$ cat src/rtl/writeback_encoder_16_4.sv
// Round-robin write-request encoder: 16 pending registers -> one 4-bit write ID per cycle.
// Optional WB_R0_WRITE_EN lets register 0 be written; by default R0 is hardwired zero.
module writeback_encoder_16_4 (
    input  logic        clk,
    input  logic        rst_n,
    input  logic [15:0] set_req,
    input  logic        wr_ready,
    output logic        WriteEn,
    output logic [3:0]  WriteReg,
    output logic [15:0] pending,
    output logic        busy,
    output logic        dup_err
);

    logic [3:0]  last_id;
    logic [15:0] set_masked;
    logic [15:0] grant_onehot;
    logic [15:0] pending_next;
    logic        load;
    logic        found;
    logic [3:0]  winner;
    logic [3:0]  idx;

`ifdef WB_R0_WRITE_EN
    assign set_masked = set_req;
`else
    assign set_masked = {set_req[15:1], 1'b0};
`endif

    assign load = !WriteEn || wr_ready;

    // Scan starts one past the previous winner and wraps through all 16 slots.
    always_comb begin
        found  = 1'b0;
        winner = '0;
        idx    = '0;
        for (int unsigned k = 0; k < 16; k++) begin
            idx = last_id + 4'(k) + 4'd1;
            if (!found && pending[idx]) begin
                found  = 1'b1;
                winner = idx;
            end
        end
    end

    always_comb begin
        grant_onehot = '0;
        if (load && found) begin
            grant_onehot[winner] = 1'b1;
        end
    end

    // A set landing on the bit being granted re-arms it rather than flagging a duplicate.
    assign pending_next = (pending & ~grant_onehot) | set_masked;

    always_ff @(posedge clk or negedge rst_n) begin
        if (!rst_n) begin
            pending  <= '0;
            WriteEn  <= 1'b0;
            WriteReg <= '0;
            last_id  <= 4'd15;
            dup_err  <= 1'b0;
        end else begin
            pending <= pending_next;
            if ((set_masked & pending & ~grant_onehot) != '0) begin
                dup_err <= 1'b1;
            end
            if (load) begin
                if (found) begin
                    WriteEn  <= 1'b1;
                    WriteReg <= winner;
                    last_id  <= winner;
                end else begin
                    WriteEn  <= 1'b0;
                end
            end
        end
    end

    assign busy = WriteEn | (|pending);

endmodule

$ cat config.mk
export PLATFORM = sky130hd
export DESIGN_NAME = writeback_encoder_16_4
export DESIGN_NICKNAME = d
export VERILOG_FILES = /design/src/rtl/writeback_encoder_16_4.sv
export SDC_FILE = /design/constraint.sdc
export NUM_CORES = 1
export LEC_CHECK = 0
export BUFFER_PORTS_ARGS = -buffer_cell sky130_fd_sc_hd__buf_2
export CAP_MARGIN = 0
export CORE_AREA = 2 2 86 88
export DETAILED_ROUTE_END_ITERATION = 12
export DIE_AREA = 0 0 88 90
export HOLD_SLACK_MARGIN = 0.12
export PLACE_DENSITY_LB_ADDON = 0.1
export SLEW_MARGIN = 10
export SYNTH_ARGS = -nofsm -noshare
export SYNTH_HDL_FRONTEND = slang
export SYNTH_SLANG_ARGS = --single-unit
$ cat constraint.sdc
create_clock -name clk -period 6.9 [get_ports clk]
set_input_delay 0.345 -clock clk [delete_from_list [all_inputs] [get_ports clk]]
set_output_delay 0.345 -clock clk [all_outputs]
set_load 0.03 [all_outputs]
==> flow_summary_export.csv <==
group,metric,value,unit
cells_and_area,area_delta_synth_final,5.535,%
logic_synthesis,synth_top_area_share,13.38,%
cells_and_area,fillers,614,
routing,wire_per_inst,20.79,um
run_status,outcome,"finished clean",
timing,hold_viol_final,0,
logic_synthesis,ys.flop_type,"dfrtp_1",
routing,drc_errors,0,
critical_path,cp_data_required_time,7.05,ns
global_route,busiest_layer,"met2",
placed_design,hpwl,9.094,mm
timing,layout_min_cycle_time,5.721,ns
clock_network,cts_tree,"yes",
routing,viasPerCell,6.854,
logic_synthesis,syn_avg_cell_area,8.661,um^2
floorplanning,rows,31,
timing,slew_headroom,44.27,%
cells_and_area,drive_above_1_share,25.26,%
cells_and_area,n_antenna_cell,0,
clock_network,cts_sinks,26,
logic_synthesis,yosysWarningCount,0,
cells_and_area,mostFrequentLayoutCell,"nand2_1",
critical_path,critical_path_arrival,5.87,ns
clock_network,clockBufferDepth,2,
hold_path,hold_path.class,"input port to register",
timing,fin_setup_tns,0,ns
logic_synthesis,ys_seq_area_share,15.94,%
routing,wl,12.10,mm
critical_path,setup.worst_path.start,"last_id[0]$_DFFE_PN1N_",
clock_network,post-cts-setup-buffer-count,0,
clock_network,root_buffer,"clkbuf_8",
floorplanning,die_area,0.007920,mm^2
timing,setup_viol,0,
global_route,grt_pass1_wl,19.46,mm
logic_synthesis,syn_area,0.004114,mm^2
global_route,grt_usage,31.31,%
placed_design,pre_cts_ws,1.303,ns
floorplanning,fp.dieW,88,um
critical_path,worstSetupPathType,"register to register",
logic_synthesis,async_reset_ff_share,100.0,%
logic_synthesis,synthTopCellsByArea,"dfrtp_1 (13%), mux4_2 (11%), mux2i_1 (7.1%), mux2_2 (6.6%), nand2_1 (4.5%)",
critical_path,crit-reg2reg-launch,"last_id[0]$_DFFE_PN1N_",
placed_design,portBuffers,40,
timing,worst_slew_pin_slew,0.8127,ns
logic_synthesis,netlist_instances,475,
clock_network,clk_pin_slew_worst_paths,0.09,ns
hold_path,hold_start,"set_req[1]",
timing,setup_ws,1.179,ns
timing,fin_crit_sh,82.91,%
cells_and_area,fin_util,61.84,%
logic_synthesis,synth.distinct_cells,81,
timing,slew_violations,0,
critical_path,start_kind,"register",
clock_network,clock_latency,0.27,ns
timing,rsz0062_at_grt,"false",
critical_path,path_max_fanout,28,
global_route,antenna_found_initial,0,
global_route,grt_max_degree,36,
logic_synthesis,synth.largest_area_cell,"dfrtp_1",
global_route,grt_use_met3,2.296,%
timing,max_freq,0.1748,GHz
routing,drt_first_pass_iters,6,
clock_network,ctsHtreeMaxLevel,1,
logic_synthesis,ys_seq_elements,26,
timing,worst_clock_skew,0.006871,ns
flow_run,timing.max_cap.violations,0,
placed_design,gp_congestion,0.9689,
routing,ant_nets,0,
critical_path,crit_path_end_kind,"register",
cells_and_area,mostFrequentLayoutCells,"nand2_1 (49), buf_2 (40), a21oi_1 (31), mux2i_1 (29), nor2_1 (28)",
floorplanning,core,0.007020,mm^2
cells_and_area,final_nets,511,
floorplanning,die_h,90,um
floorplanning,start_util,58.60,%
timing,hold_ws,0.2540,ns
routing,route.vias.total,3989,
routing,drtIter0Drc,515,
global_route,grtUsageMet2,49.56,%
logic_synthesis,syn-num-nets,502,
clock_network,cts_buffers,3,
global_route,grt_overflow_total,0,
floorplanning,boundaryPins,42,
global_route,grt_use_met1,44.71,%
logic_synthesis,synth_edf_count,0,
global_route,grt_pass1_vias,3675,
==> cell type report <==
| type | instances | area, um^2 | share of cell area, % |
|---|---|---|---|
| Timing Repair Buffer | 46 | 247.7 | 5.706 |
| Clock inverter | 1 | 30.03 | 0.6916 |
| Multi-Input combinational cell | 396 | 3202 | 73.75 |
| Clock buffer | 3 | 41.29 | 0.9510 |
| Tap cell | 99 | 123.9 | 2.853 |
| Sequential cell | 26 | 655.6 | 15.10 |
| Inverter | 11 | 41.29 | 0.9510 |
==> worst paths after layout <==
path / to / slack, ns / cells past startpoint
max: dup_err$_DFFE_PN0P_ / 1.18 / 16
min: pending[1]$_DFF_PN0_ / 0.25 / 2
max reg2reg: dup_err$_DFFE_PN0P_ / 1.18 / 16
min reg2reg: WriteReg[0]$_DFFE_PN0N_ / 0.49 / 2
max in group asynchronous: pending[15]$_DFF_PN0_ / 5.91 / 2
min in group asynchronous: WriteReg[3]$_DFFE_PN0N_ / 0.59 / 2
==> through the flow <==
stage / cell area [um^2] / std cells
finish: 4342 / 582
global route: 4342 / 582
CTS: 4342 / 582
detailed placement: 4260 / 577
global placement: 4260 / 577
floorplan: 4114 / 475
==> Yosys cell counts, drive strengths merged (3+ instances only) <==
cell and n:
and2 6, nand4 12, nor2b 5, a221o 3, a31oi 5, a21oi 31, mux2 29, a22oi 3
o311ai 4, mux4 20, dfrtp 22, dfstp 4, o22ai 5, o31ai 3, nand2b 9, nor3 6
and3 3, ha 8, or2 4, o221ai 3, o211ai 9, a21o 15, o21ai 14, xor2 4
nor4 6, buf 21, inv 10, clkbuf 21, nor2 29, o22a 3, nand3 26, mux2i 33
nand2 50, a211oi 4, xnor2 8
==> state kept, by name (all words and copies together) (netlist names) <==
| register | flops |
|---|---|
| WriteEn | 1 |
| WriteReg | 4 |
| dup_err | 1 |
| last_id | 4 |
| pending | 16 |
==> critical path, cell delays in order, from the launching register on <==
cell       delay, ns
dfstp_2         0.54
inv_1           0.26
ha_1            0.43
buf_4           0.36
mux2_2          0.41
mux4_2          0.57
mux2i_1         0.48
and2b_1         0.29
a211oi_1        0.10
a211oi_1        0.42
a21oi_1         0.10
o22a_1          0.27
nor2_2          0.39
nand3_1         0.16
a221o_1         0.40
a2111oi_2       0.29
nand4_1         0.13
==> layer usage <==
metal / wire [um] / vias to the layer above
met5: 0 / -
met4: 464 / 0
met3: 798 / 40
met2: 5707 / 233
met1: 5127 / 1883
li1: - / 1833
==> cells by family after synthesis <==
kind of cell	Yosys count	share of synthesized area [%]
and+or+nand+nor	164	20.62
adders and majority gates	8	2.433
buffers and inverters	53	6.235
muxes	82	28.22
AOI/OAI and AO/OA	130	22.81
DFF	26	15.94
xor gates and xnor gates	12	3.741
==> timing repair <==
item                                   in CTS  in global routing
gates resized for setup                     0                  0
hold buffers                                1                  0
endpoints found under the hold margin      22                  0
Power is not shown: default switching activity piles up to over one toggle a cycle in this logic, so the estimate is an artifact.
